`config.mk`:
```
export PLATFORM = sky130hd
export DESIGN_NAME = retospect_cfg_loader_flat
export DESIGN_NICKNAME = d
export VERILOG_FILES = /design/src/rtl/retospect_cfg_loader_if.sv /design/src/rtl/retospect_cfg_loader.sv /design/src/flat_wrapper.sv
export SDC_FILE = /design/constraint.sdc
export NUM_CORES = 1
export LEC_CHECK = 0
export CORE_MARGIN = 5
export CORE_UTILIZATION = 50
export CTS_CLUSTER_SIZE = 20
export DETAILED_ROUTE_END_ITERATION = 8
export PLACE_DENSITY = 0.79
export SYNTH_ARGS = -nofsm -noshare
export SYNTH_HDL_FRONTEND = slang
export SYNTH_SLANG_ARGS = --single-unit
```
`constraint.sdc`:
```
create_clock -name clk -period 5.7 [get_ports clk]
set_clock_uncertainty 0.05 [all_clocks]
set_input_delay 1.14 -clock clk [delete_from_list [all_inputs] [get_ports clk]]
set_output_delay 1.14 -clock clk [all_outputs]
set_load 0.005 [all_outputs]
```
`src/rtl/retospect_cfg_loader_if.sv`:
```
// rtl/retospect_cfg_loader_if.sv - byte stream interface feeding the scan-chain config loader
//
// Purpose: carries the configuration bitstream, one byte per handshake.
// Signals:
//   s_data  - bitstream byte, bit 0 is shifted onto the chain first
//   s_valid - source has a byte on s_data
//   s_ready - loader takes s_data on this cycle's rising edge
// Modports: master (bitstream source), slave (loader).
interface retospect_cfg_loader_if;
  logic [7:0] s_data;
  logic       s_valid;
  logic       s_ready;

  modport master (output s_data, output s_valid, input s_ready);
  modport slave  (input s_data, input s_valid, output s_ready);
endinterface

```
`src/rtl/retospect_cfg_loader.sv`:
```
// rtl/retospect_cfg_loader.sv - scan-chain configuration sequencer with CRC-8 readback
//
// Purpose: shifts a byte stream LSB-first onto the neurochip scan chain
// (clockbox followed by the cnb array), folds the old chain contents that come
// out of the tail into a CRC-8, then pulses reset_nn once to arm the network.
// Ports:
//   clk, rst_n        - clock, asynchronous active-low reset
//   start_i, abort_i  - begin a load (IDLE only) / cancel a load (LOAD, ARM)
//   s_if              - bitstream byte stream (slave side)
//   cfg_en_o,cfg_bs_o - chain config_en / bs_in, registered
//   cfg_bs_ret_i      - chain bs_out
//   nn_reset_o        - chain reset_nn, one-cycle registered pulse
//   busy_o, done_o    - not idle / one-cycle completion pulse
//   aborted_o         - sticky, cleared by the next accepted start
//   readback_crc_o    - CRC-8 (poly 0x07, init 0, MSB-first) of returned bits
//   bit_count_o       - bits shifted in the current or most recent load
module retospect_cfg_loader #(
  parameter int CHAIN_LEN = 352,
  parameter int CNT_W     = 16
) (
  input  logic                   clk,
  input  logic                   rst_n,
  input  logic                   start_i,
  input  logic                   abort_i,
  retospect_cfg_loader_if.slave  s_if,
  output logic                   cfg_en_o,
  output logic                   cfg_bs_o,
  input  logic                   cfg_bs_ret_i,
  output logic                   nn_reset_o,
  output logic                   busy_o,
  output logic                   done_o,
  output logic                   aborted_o,
  output logic [7:0]             readback_crc_o,
  output logic [CNT_W-1:0]       bit_count_o
);

  localparam logic [CNT_W-1:0] LEN = CNT_W'(CHAIN_LEN);

  typedef enum logic [1:0] {
    S_IDLE = 2'd0,
    S_LOAD = 2'd1,
    S_ARM  = 2'd2,
    S_DONE = 2'd3
  } state_t;

  state_t           state_q, state_d;
  logic [6:0]       shreg_q, shreg_d;   // bits of the current byte not yet presented
  logic [2:0]       rem_q, rem_d;       // count of those bits
  logic [CNT_W-1:0] acc_q, acc_d;       // bits accepted from the stream this load
  logic [CNT_W-1:0] cnt_q, cnt_d;
  logic [7:0]       crc_q, crc_d;
  logic             en_q, en_d;
  logic             bs_q, bs_d;
  logic             nn_q, nn_d;
  logic             done_q, done_d;
  logic             ab_q, ab_d;

  logic             s_ready;
  logic             handshake;
  logic [CNT_W-1:0] left;
  logic [3:0]       byte_bits;
  logic             crc_fb;
  logic [7:0]       crc_next;

  // rem_q==0 covers both "empty" and "presenting the last bit of a byte",
  // so the next byte is taken exactly when the current one runs out.
  assign left      = LEN - acc_q;
  assign byte_bits = (left >= CNT_W'(8)) ? 4'd8 : left[3:0];
  assign s_ready   = (state_q == S_LOAD) && (acc_q < LEN) && (rem_q == 3'd0);
  assign handshake = s_if.s_valid && s_ready;

  assign crc_fb   = crc_q[7] ^ cfg_bs_ret_i;
  assign crc_next = {crc_q[6:0], 1'b0} ^ (crc_fb ? 8'h07 : 8'h00);

  always_comb begin
    state_d = state_q;
    shreg_d = shreg_q;
    rem_d   = rem_q;
    acc_d   = acc_q;
    cnt_d   = cnt_q;
    crc_d   = crc_q;
    en_d    = en_q;
    bs_d    = bs_q;
    nn_d    = 1'b0;
    done_d  = 1'b0;
    ab_d    = ab_q;

    case (state_q)
      S_IDLE: begin
        en_d = 1'b0;
        if (start_i) begin
          state_d = S_LOAD;
          cnt_d   = '0;
          crc_d   = 8'h00;
          acc_d   = '0;
          rem_d   = 3'd0;
          ab_d    = 1'b0;
        end
      end

      S_LOAD: begin
        // The chain shifts on every edge where cfg_en is high; the tail bit
        // captured on that same edge is the one that falls off the chain.
        if (en_q) begin
          cnt_d = cnt_q + CNT_W'(1);
          crc_d = crc_next;
        end
        if (rem_q != 3'd0) begin
          en_d    = 1'b1;
          bs_d    = shreg_q[0];
          shreg_d = {1'b0, shreg_q[6:1]};
          rem_d   = rem_q - 3'd1;
        end else if (handshake) begin
          // A short final byte only contributes its low bits.
          en_d    = 1'b1;
          bs_d    = s_if.s_data[0];
          shreg_d = s_if.s_data[7:1];
          rem_d   = 3'(byte_bits - 4'd1);
          acc_d   = acc_q + CNT_W'(byte_bits);
        end else begin
          en_d = 1'b0;
        end
        if (en_q && (cnt_q == LEN - CNT_W'(1))) begin
          state_d = S_ARM;
          en_d    = 1'b0;
          nn_d    = 1'b1;
        end
        if (abort_i) begin
          state_d = S_IDLE;
          en_d    = 1'b0;
          nn_d    = 1'b0;
          rem_d   = 3'd0;
          ab_d    = 1'b1;
        end
      end

      S_ARM: begin
        en_d = 1'b0;
        if (abort_i) begin
          state_d = S_IDLE;
          ab_d    = 1'b1;
        end else begin
          state_d = S_DONE;
          done_d  = 1'b1;
        end
      end

      S_DONE: begin
        en_d    = 1'b0;
        state_d = S_IDLE;
      end

      default: begin
        state_d = S_IDLE;
        en_d    = 1'b0;
      end
    endcase
  end

  always_ff @(posedge clk or negedge rst_n) begin
    if (!rst_n) begin
      state_q <= S_IDLE;
      shreg_q <= '0;
      rem_q   <= '0;
      acc_q   <= '0;
      cnt_q   <= '0;
      crc_q   <= 8'h00;
      en_q    <= 1'b0;
      bs_q    <= 1'b0;
      nn_q    <= 1'b0;
      done_q  <= 1'b0;
      ab_q    <= 1'b0;
    end else begin
      state_q <= state_d;
      shreg_q <= shreg_d;
      rem_q   <= rem_d;
      acc_q   <= acc_d;
      cnt_q   <= cnt_d;
      crc_q   <= crc_d;
      en_q    <= en_d;
      bs_q    <= bs_d;
      nn_q    <= nn_d;
      done_q  <= done_d;
      ab_q    <= ab_d;
    end
  end

  assign s_if.s_ready   = s_ready;
  assign cfg_en_o       = en_q;
  assign cfg_bs_o       = bs_q;
  assign nn_reset_o     = nn_q;
  assign busy_o         = (state_q != S_IDLE);
  assign done_o         = done_q;
  assign aborted_o      = ab_q;
  assign readback_crc_o = crc_q;
  assign bit_count_o    = cnt_q;

endmodule

```
`src/flat_wrapper.sv`:
```
// flat-port wrapper written by rule: the top's interface ports become plain ports
module retospect_cfg_loader_flat 
#(
  parameter int CHAIN_LEN = 352,
  parameter int CNT_W     = 16
)
  (clk, rst_n, start_i, abort_i, cfg_en_o, cfg_bs_o, cfg_bs_ret_i, nn_reset_o, busy_o, done_o, aborted_o, readback_crc_o, bit_count_o, s_if_s_data, s_if_s_valid, s_if_s_ready);
  retospect_cfg_loader_if s_if_i ();
  input  logic clk;
  input  logic rst_n;
  input  logic start_i;
  input  logic abort_i;
  output logic cfg_en_o;
  output logic cfg_bs_o;
  input  logic cfg_bs_ret_i;
  output logic nn_reset_o;
  output logic busy_o;
  output logic done_o;
  output logic aborted_o;
  output logic [7:0] readback_crc_o;
  output logic [CNT_W-1:0] bit_count_o;
  input wire logic [$bits(s_if_i.s_data)-1:0] s_if_s_data;
  input wire logic [$bits(s_if_i.s_valid)-1:0] s_if_s_valid;
  output wire logic [$bits(s_if_i.s_ready)-1:0] s_if_s_ready;
  assign s_if_i.s_data = s_if_s_data;
  assign s_if_i.s_valid = s_if_s_valid;
  assign s_if_s_ready = s_if_i.s_ready;
  retospect_cfg_loader #(.CHAIN_LEN(CHAIN_LEN), .CNT_W(CNT_W)) u_core (.clk(clk), .rst_n(rst_n), .start_i(start_i), .abort_i(abort_i), .s_if(s_if_i), .cfg_en_o(cfg_en_o), .cfg_bs_o(cfg_bs_o), .cfg_bs_ret_i(cfg_bs_ret_i), .nn_reset_o(nn_reset_o), .busy_o(busy_o), .done_o(done_o), .aborted_o(aborted_o), .readback_crc_o(readback_crc_o), .bit_count_o(bit_count_o));
endmodule
```
# == After elaboration in Yosys (flattened, before gate mapping) ==
# Cells that the tools add are included.
# word_totals
output_inout_bits,31
input_bits,14
ff_bits,57
word_cells,88
# classes
magnitude_cmp,2
n_reduce_logical,19
eq_ne,11
n_bitwise,2
n_addsub,5
mux,38
# ops
op,n
2-to-1 mux 16 bit,4
case mux 16 bit (2 select lines),2
"adder 16 x 1 -> 16 bit, second input constant",1
adder 16 x 4 -> 16 bit,1
"equality test 16 x 9 -> 1 bit, second input constant",1
">= comparator 16 x 4 -> 1 bit, second input constant",1
"less-than comparator 16 x 9 -> 1 bit, second input constant",1
2-to-1 mux 8 bit,2
case mux 8 bit (2 select lines),1
"subtractor 9 x 16 -> 16 bit, first input constant",1
2-to-1 mux 3 bit,5
2-to-1 mux 7 bit,2
2-to-1 mux 1 bit,13
AND reduction 3 bit,3
2-to-1 mux 2 bit,4
case mux 2 bit (4 select lines),1
nonzero test 2 bit,4
bitwise XOR 8 bit,1
"inequality test 2 x 1 -> 1 bit, second input constant",3
case mux 3 bit (2 select lines),1
"subtractor 3 x 1 -> 3 bit, second input constant",2
"equality test 2 bit, second input constant",2
logical AND 1 bit,4
2-to-1 mux 4 bit,1
other kinds (13),16

# == Depth between registers and ports, before layout ==
# Gate-level depths: netlist (run 1).
# depth
depth_word,9
mapped_depth,16
mapped_depth_nobuf,15

# == Worst setup path before layout (run 1) ==
# Ideal clock, no wire load.
# synth_timing
path_kind,register to register
startpoint,register u_core.acc_q[1]
endpoint,register u_core.acc_q[6]
slack_ns,1.744
setup_time_ns,0.066
synth_period_minus_slack_ns,3.956
arrival_ns,3.840
required_ns,5.584
n_path_buf,1
path_stages_with_launch,17
cell_sequence,dfrtp_1 > inv_1 > ha_1 > or4b_1 > buf_2 > a211o_1 > a221oi_2 > o2111ai_2 > nor2_1 > and2_1 > inv_1 > fa_1 > nor2b_1 > or3_2 > nand3_1 > or4_1 > nand2_1
# synth_between
elab_chain_cells,7
word_cells_on_any_way,13
classes_between,2 x add/sub; 2 x order compare; 1 x eq/ne; 4 x mux; 4 x reduce/logical
# synth_lines
element,line_no,source
start: declaration,retospect_cfg_loader.sv:49,"logic [CNT_W-1:0] acc_q, acc_d;"
start signal: assignment,retospect_cfg_loader.sv:165,acc_q <= '0;
start signal: assignment,retospect_cfg_loader.sv:177,acc_q <= acc_d;
subtractor 9 x 16 -> 16 bit,retospect_cfg_loader.sv:67,assign left = LEN - acc_q;
>= comparator 16 x 4 -> 1 bit,retospect_cfg_loader.sv:68,assign byte_bits = (left >= CNT_W'(8)) ? 4'd8 : left[3:0];
2-to-1 mux 4 bit,retospect_cfg_loader.sv:68,
adder 16 x 4 -> 16 bit,retospect_cfg_loader.sv:119,acc_d = acc_q + CNT_W'(byte_bits);
2-to-1 mux 16 bit,retospect_cfg_loader.sv:113,end else if (handshake) begin
2-to-1 mux 16 bit,retospect_cfg_loader.sv:108,if (rem_q != 3'd0) begin
case mux 16 bit (2 select lines),retospect_cfg_loader.sv:88,case (state_q)
# Parallel ways exist; a longest one is shown, timed or not. The select of a mux whose other input is x is not followed.
# A chain may end at the register's enable or synchronous reset.

# == Final worst setup path (run 1) ==
# layout_timing
startpoint,register u_core.acc_q[0]
endpoint,register u_core.acc_q[6]
# The elaborated chain is that of the path after synthesis.

==> key figures, run 1 <==
Critical path
  – Critical path data required time: 5920 ps
  – CP startpoint kind: register
  – Crit path max fanout: 8
  – R2r endpoint: u_core.acc_q[6]$_DFFE_PN0P_
  – RR Startpoint: u_core.acc_q[0]$_DFFE_PN0P_
  – CP Capture Type: register
  – Critical path class: register to register
  – Worst EP arrival: 4640 ps
  – R2R Setup Slk: 1270 ps
  – Reg2Reg Depth: 15

Timing
  – Setup-failing EPs final: 0
  – Max-Slew Margin vs Limit: 22.2%
  – Fmax: 226 MHz
  – Final hold vios: 0
  – Crit share post-route: 77.6%
  – Unrepaired setup endpoints after global routing: no
  – Setup_tns: 0 ps
  – Least-Margin Pin Slew: 1150 ps
  – Slew Limit Fails: 0
  – Fin crit period: 4430 ps

Global route
  – Largest net degree at the start of global routing: 58
  – GRT Overall Usage: 18.5%
  – Vias in the first global route: 2631
  – GR Layer Usage met2: 28.4%
  – Peak-usage layer in the global routing report: met2
  – Grt total ovfl: 0
  – Met1 Track Usage GR: 25.5%
  – Grt met3 use: 4.09%
  – First-pass GRT wire length: 12600 um
  – Initial antenna violation count: 0

Synthesis
  – Seq cells post-synth: 57
  – Most frequent cells after synthesis: dfrtp_1, nand2_1, nor2_1
  – Yosys warning count: 0
  – Count leader, synth: dfrtp_1
  – Avg Cell Area, Syn: 9.19 um^2
  – Synthesized area: 3200 um^2
  – Top FF cell, synth: dfrtp_1
  – Syn Inst Count: 348
  – Leading area contributor after synthesis: dfrtp_1
  – Post-synth EDFFs: 0
  – Post-synth top area share: 44.6%
  – Post-synth cell types: 53
  – Sequential share of the synthesized area: 44.6%
  – FFs w/ async S/R, synth: 100%
  – Mapped Nets: 374
  – Ranking of synthesized cells by area: dfrtp_1, nand2_1, ha_1, nor2_1, nand3_1

Clocking
  – CTS tree: built
  – Clock Tree Root: clkbuf_8
  – Skew-Pair Late Insertion Delay: 340 ps
  – Worst-path clk slew: 70 ps
  – Post-CTS resize count: 0
  – Htree depth: 3
  – CTS max path bufs: 2
  – CTS Hold Bufs: 0
  – # Post-CTS Setup Buffers: 0
  – Cts bufs inserted: 9
  – Sink Count: 57

Die
  – Die height: 90.0 um
  – Die W: 90.0 um
  – Num rows: 29
  – Die area: 8100 um^2
  – Initial core utilization: 51.0%
  – Core area: 6280 um^2
  – Num ports: 45

Final layout
  – NumNets Final: 414
  – Final core occ: 61.5%
  – Number of antenna diodes: 0
  – Area grow syn2layout: 20.7%
  – Filler cells: 549
  – Layout cells sized above 1: 6.87%
  – Multi-input logic area: 1680 um^2
  – Register area: 1430 um^2

Power and ir drop
  – Pleak: 1.76 nW
  – Cell Pwr Density: 372 nW/um^2
  – Power Total: 0.00144 W
  – Peak VDD IR: 250 uV

Drt
  – WL final: 7240 um
  – Starting DRC count in detailed routing: 118
  – Drt first pass iters: 4
  – Vias: 2701
  – # DRC: 0
  – Post-route ant nets: 0
  – WL/cell: 15.4 um
  – Drt via density: 5.75

Worst hold path
  – Endpoint, Worst Hold: u_core.shreg_q[6]$_DFFE_PN0P_
  – Hold Crit Class: register to register
  – Hold Crit Depth: 2
  – Worst hold start: u_core.shreg_q[6]$_DFFE_PN0P_

Placed design
  – Post-DP HPWL: 5190 um
  – Placer Congestion: 0.918
  – Port bufs: 44

Status
  – Status: complete, no violations

Flow run
  – Max Cap Violations: 0
-- layout make-up --
cell class	instances	area share, %
Multi-Input combinational cell	267	43.5
Sequential cell	57	36.9
Timing Repair Buffer	45	11.5
Clock buffer	10	3.31
Tap cell	77	2.50
Clock inverter	6	1.52
Inverter	8	0.778
-- logic make-up after synthesis --
family                     Yosys count  synth area share (%)
adders and majority gates           12                  4.93
AOI/OAI and AO/OA                   58                  11.9
buffers and inverters               24                  3.09
muxes                               12                  3.79
xor gates and xnor gates            17                  4.65
DFF                                 57                  44.6
and+or+nand+nor                    168                  27.0
-- per-layer routing --
layer	up-vias	wire length, um
li1	1326	-
met1	1299	3320
met2	66	3450
met3	10	370
met4	0	100
met5	-	0
-- where the power goes --
part / switching, W / leakage, nW / internal [W] / total [W]
Combinational: 0.000292 / 0.890 / 0.000226 / 0.000518
Clock: 0.000163 / 0.0998 / 0.000199 / 0.000362
Sequential: 0.0000778 / 0.774 / 0.000480 / 0.000557
-- through the flow --
step	area [um^2]	worst slack [ps]	std cells	hold WS, ps
CTS	3860	1310	470	438
floorplan	3200	1740	348	399
finish	3860	1270	470	439
global placement	3670	1510	454	418
detailed placement	3670	1330	454	424
global route	3860	964	470	464
-- worst max-delay path: stages (launching register included) --
cell	delay (ps)
dfrtp_1	440
inv_1	130
ha_1	230
or4b_1	570
a211o_1	310
a221oi_2	300
o2111ai_2	220
nor2_1	460
and2_1	250
inv_1	70
fa_1	400
nor2b_1	170
or3_2	160
nand3_1	100
or4_1	410
nand2_1	80
-- flip-flops by register name (all words and copies together), names as in the netlist, 2 cells and up --
signal	count
u_core.acc_q	16
u_core.bit_count_o	16
u_core.readback_crc_o	8
u_core.rem_q	3
u_core.shreg_q	7
u_core.state_q	2
-- cells in the final DEF (no fill, tap or decap), types with 5 or more instances in the layout --
master,n
dfrtp_1,57
nand2_1,46
clkdlybuf4s50_1,43
nor2_1,32
nand3_1,23
o21ai_0,19
a21oi_1,13
xor2_1,13
mux2i_1,11
ha_1,11
clkbuf_8,9
and2_1,8
inv_1,8
nand4_1,7
nor3_1,7
or4_1,6
and3_1,5
nor4_1,5
or3_1,5
o31ai_1,5
-- worst max path at each step --
stage                                      startpoint                     endpoint  slack, ps  cells after the start
after detailed placement  u_core.acc_q[0]$_DFFE_PN0P_  u_core.acc_q[6]$_DFFE_PN0P_       1330                     15
after global routing      u_core.acc_q[0]$_DFFE_PN0P_  u_core.acc_q[6]$_DFFE_PN0P_        960                     15
after CTS                 u_core.acc_q[0]$_DFFE_PN0P_  u_core.acc_q[6]$_DFFE_PN0P_       1310                     15
final                     u_core.acc_q[0]$_DFFE_PN0P_  u_core.acc_q[6]$_DFFE_PN0P_       1270                     15
after global placement    u_core.acc_q[1]$_DFFE_PN0P_  u_core.acc_q[6]$_DFFE_PN0P_       1510                     15
after floorplan           u_core.acc_q[1]$_DFFE_PN0P_  u_core.acc_q[6]$_DFFE_PN0P_       1740                     16
No activity file was read; power rests on OpenSTA's default activity.
==> run 2, diff against run 1 <==
==> constraint.sdc (replaced) <==
create_clock -name clk -period 4.6 [get_ports clk]
set_clock_uncertainty 0.05 [all_clocks]
set_input_delay 0.92 -clock clk [delete_from_list [all_inputs] [get_ports clk]]
set_output_delay 0.92 -clock clk [all_outputs]
set_load 0.005 [all_outputs]
==> key figures, run 2 (synthesis gave the netlist of run 1 again) <==
Status
  – Status: complete, no violations

Clocking
  – CTS Hold Bufs: 0
  – CTS tree: built
  – Sink Count: 57
  – Worst-path clk slew: 70 ps
  – CTS max path bufs: 2
  – Htree depth: 3
  – Post-CTS resize count: 0
  – Clock Tree Root: clkbuf_8
  – Skew-Pair Late Insertion Delay: 330 ps
  – Cts bufs inserted: 9
  – # Post-CTS Setup Buffers: 0

Worst hold path
  – Worst hold start: u_core.shreg_q[6]$_DFFE_PN0P_
  – Endpoint, Worst Hold: u_core.shreg_q[6]$_DFFE_PN0P_
  – Hold Crit Depth: 2
  – Hold Crit Class: register to register

Die
  – Die area: 8100 um^2
  – Initial core utilization: 51.0%
  – Num ports: 45
  – Die height: 90.0 um
  – Core area: 6280 um^2
  – Num rows: 29
  – Die W: 90.0 um

Critical path
  – WP buf/inv: 3
  – CP startpoint kind: register
  – Crit path max fanout: 8
  – R2R Setup Slk: 350 ps
  – CP Capture Type: register
  – Critical path depth in cells: 16
  – CP Cell Sequence: inv_1 > ha_1 > or4b_1 > a211o_1 > a221oi_2 > o2111ai_2 > nor2_1 > buf_4 > and2_1 > inv_1 > fa_1 > nor2b_1 > or3_2 > nand3_1 > or4_1 > nand2_1
  – CP delay by family, top: simple AND/OR/NAND/NOR gates
  – Critical path class: register to register
  – RR Startpoint: u_core.acc_q[1]$_DFFE_PN0P_
  – R2r endpoint: u_core.acc_q[6]$_DFFE_PN0P_
  – CP most frequent cell: inv_1
  – Worst EP arrival: 4470 ps
  – Reg2Reg Depth: 16
  – Crit-path slowest cell: or4b_1
  – Critical path data required time: 4830 ps
  – Max incr delay on CP: 570 ps

Drt
  – WL/cell: 15.7 um
  – Drt via density: 5.94
  – # DRC: 0
  – WL final: 7440 um
  – Starting DRC count in detailed routing: 232
  – Vias: 2809
  – Drt first pass iters: 4
  – Post-route ant nets: 0

Timing
  – Setup-failing EPs final: 0
  – Fin crit period: 4250 ps
  – Fmax: 235 MHz
  – Final hold vios: 0
  – Crit share post-route: 92.3%
  – Least-Margin Pin Slew: 1180 ps
  – Setup ws final: 354 ps
  – Max-Slew Margin vs Limit: 20.6%
  – Unrepaired setup endpoints after global routing: no
  – Setup_tns: 0 ps
  – Slew Limit Fails: 0

Power and ir drop
  – Cell Pwr Density: 485 nW/um^2
  – Pleak: 1.80 nW
  – Power Total: 0.00191 W
  – Peak VDD IR: 304 uV

Placed design
  – Placer Congestion: 0.963
  – Post-DP HPWL: 5160 um
  – Pre-CTS setup slack: 459 ps
  – Port bufs: 44

Final layout
  – Most frequent cells in the layout: dfrtp_1, nand2_1, clkdlybuf4s50_1
  – NumNets Final: 417
  – Area grow syn2layout: 23.0%
  – Filler cells: 534
  – Layout cells sized above 1: 7.83%
  – Number of antenna diodes: 0
  – Final core occ: 62.7%
  – Commonest non-fill, non-tap cell in the layout: dfrtp_1

Global route
  – GR Layer Usage met2: 29.4%
  – Vias in the first global route: 2653
  – First-pass GRT wire length: 12900 um
  – GRT Overall Usage: 18.8%
  – Met1 Track Usage GR: 25.8%
  – Grt met3 use: 4.01%
  – Largest net degree at the start of global routing: 58
  – Grt total ovfl: 0
  – Peak-usage layer in the global routing report: met2
  – Initial antenna violation count: 0

Flow run
  – Max Cap Violations: 0
## run 2: per-layer routing
metal | routed length (um) | vias to the layer above | share of wire (%)
met2 | 3570 | 81 | 48
met5 | 0 | - | 0
met3 | 416 | 12 | 5.6
met1 | 3350 | 1384 | 45
met4 | 110 | 0 | 1.5
li1 | - | 1332 | -
## run 2: worst max path at each step
stage | startpoint | to | slack (ps)
final | u_core.acc_q[1]$_DFFE_PN0P_ | u_core.acc_q[6]$_DFFE_PN0P_ | 350
after global routing | u_core.acc_q[1]$_DFFE_PN0P_ | u_core.acc_q[6]$_DFFE_PN0P_ | 100
after CTS | u_core.acc_q[1]$_DFFE_PN0P_ | u_core.acc_q[6]$_DFFE_PN0P_ | 400
after detailed placement | u_core.acc_q[1]$_DFFE_PN0P_ | u_core.acc_q[6]$_DFFE_PN0P_ | 460
after global placement | u_core.acc_q[1]$_DFFE_PN0P_ | u_core.acc_q[6]$_DFFE_PN0P_ | 600
after floorplan | u_core.acc_q[1]$_DFFE_PN0P_ | u_core.acc_q[6]$_DFFE_PN0P_ | 640
## run 2: where the power goes
group | total (W) | switching (W) | internal [W] | leakage, nW
combinational | 0.000667 | 0.000372 | 0.000295 | 0.905
sequential | 0.000691 | 0.0000965 | 0.000594 | 0.774
clock | 0.000553 | 0.000204 | 0.000349 | 0.123
total | 0.00191 | 0.000672 | 0.00124 | 1.80
## run 2: worst register-to-register path, cell delays in order, from the launching register on
cell and delay, ps:
dfrtp_1 420, inv_1 150, ha_1 240, or4b_1 570
a211o_1 330, a221oi_2 310, o2111ai_2 210, nor2_1 140
buf_4 170, and2_1 190, inv_1 80, fa_1 410
nor2b_1 180, or3_2 160, nand3_1 90, or4_1 410
nand2_1 80
## run 2: stage by stage
stage               instance area [um^2]  hold WS, ps  std cells
floorplan                           3200          399        348
global placement                    3700          416        457
detailed placement                  3700          423        457
CTS                                 3940          437        473
global route                        3940          461        473
finish                              3940          432        473
## run 2: cell type report
type,instances,area [um^2],area share [%]
Inverter,8,30.0,0.763
Sequential cell,57,1430,36.2
Timing Repair Buffer,48,465,11.8
Clock buffer,12,165,4.20
Multi-Input combinational cell,267,1680,42.7
Clock inverter,4,73.8,1.88
Tap cell,77,96.3,2.45
==> run 3, diff against run 2 <==
--- a/config.mk
+++ b/config.mk
@@ -5,6 +5,7 @@
 export SDC_FILE = /design/constraint.sdc
 export NUM_CORES = 1
 export LEC_CHECK = 0
+export ABC_AREA = 0
 export CORE_MARGIN = 5
 export CORE_UTILIZATION = 50
 export CTS_CLUSTER_SIZE = 20
==> results of run 3 <==
Final layout, timing and power as in run 2 (identical DEF).
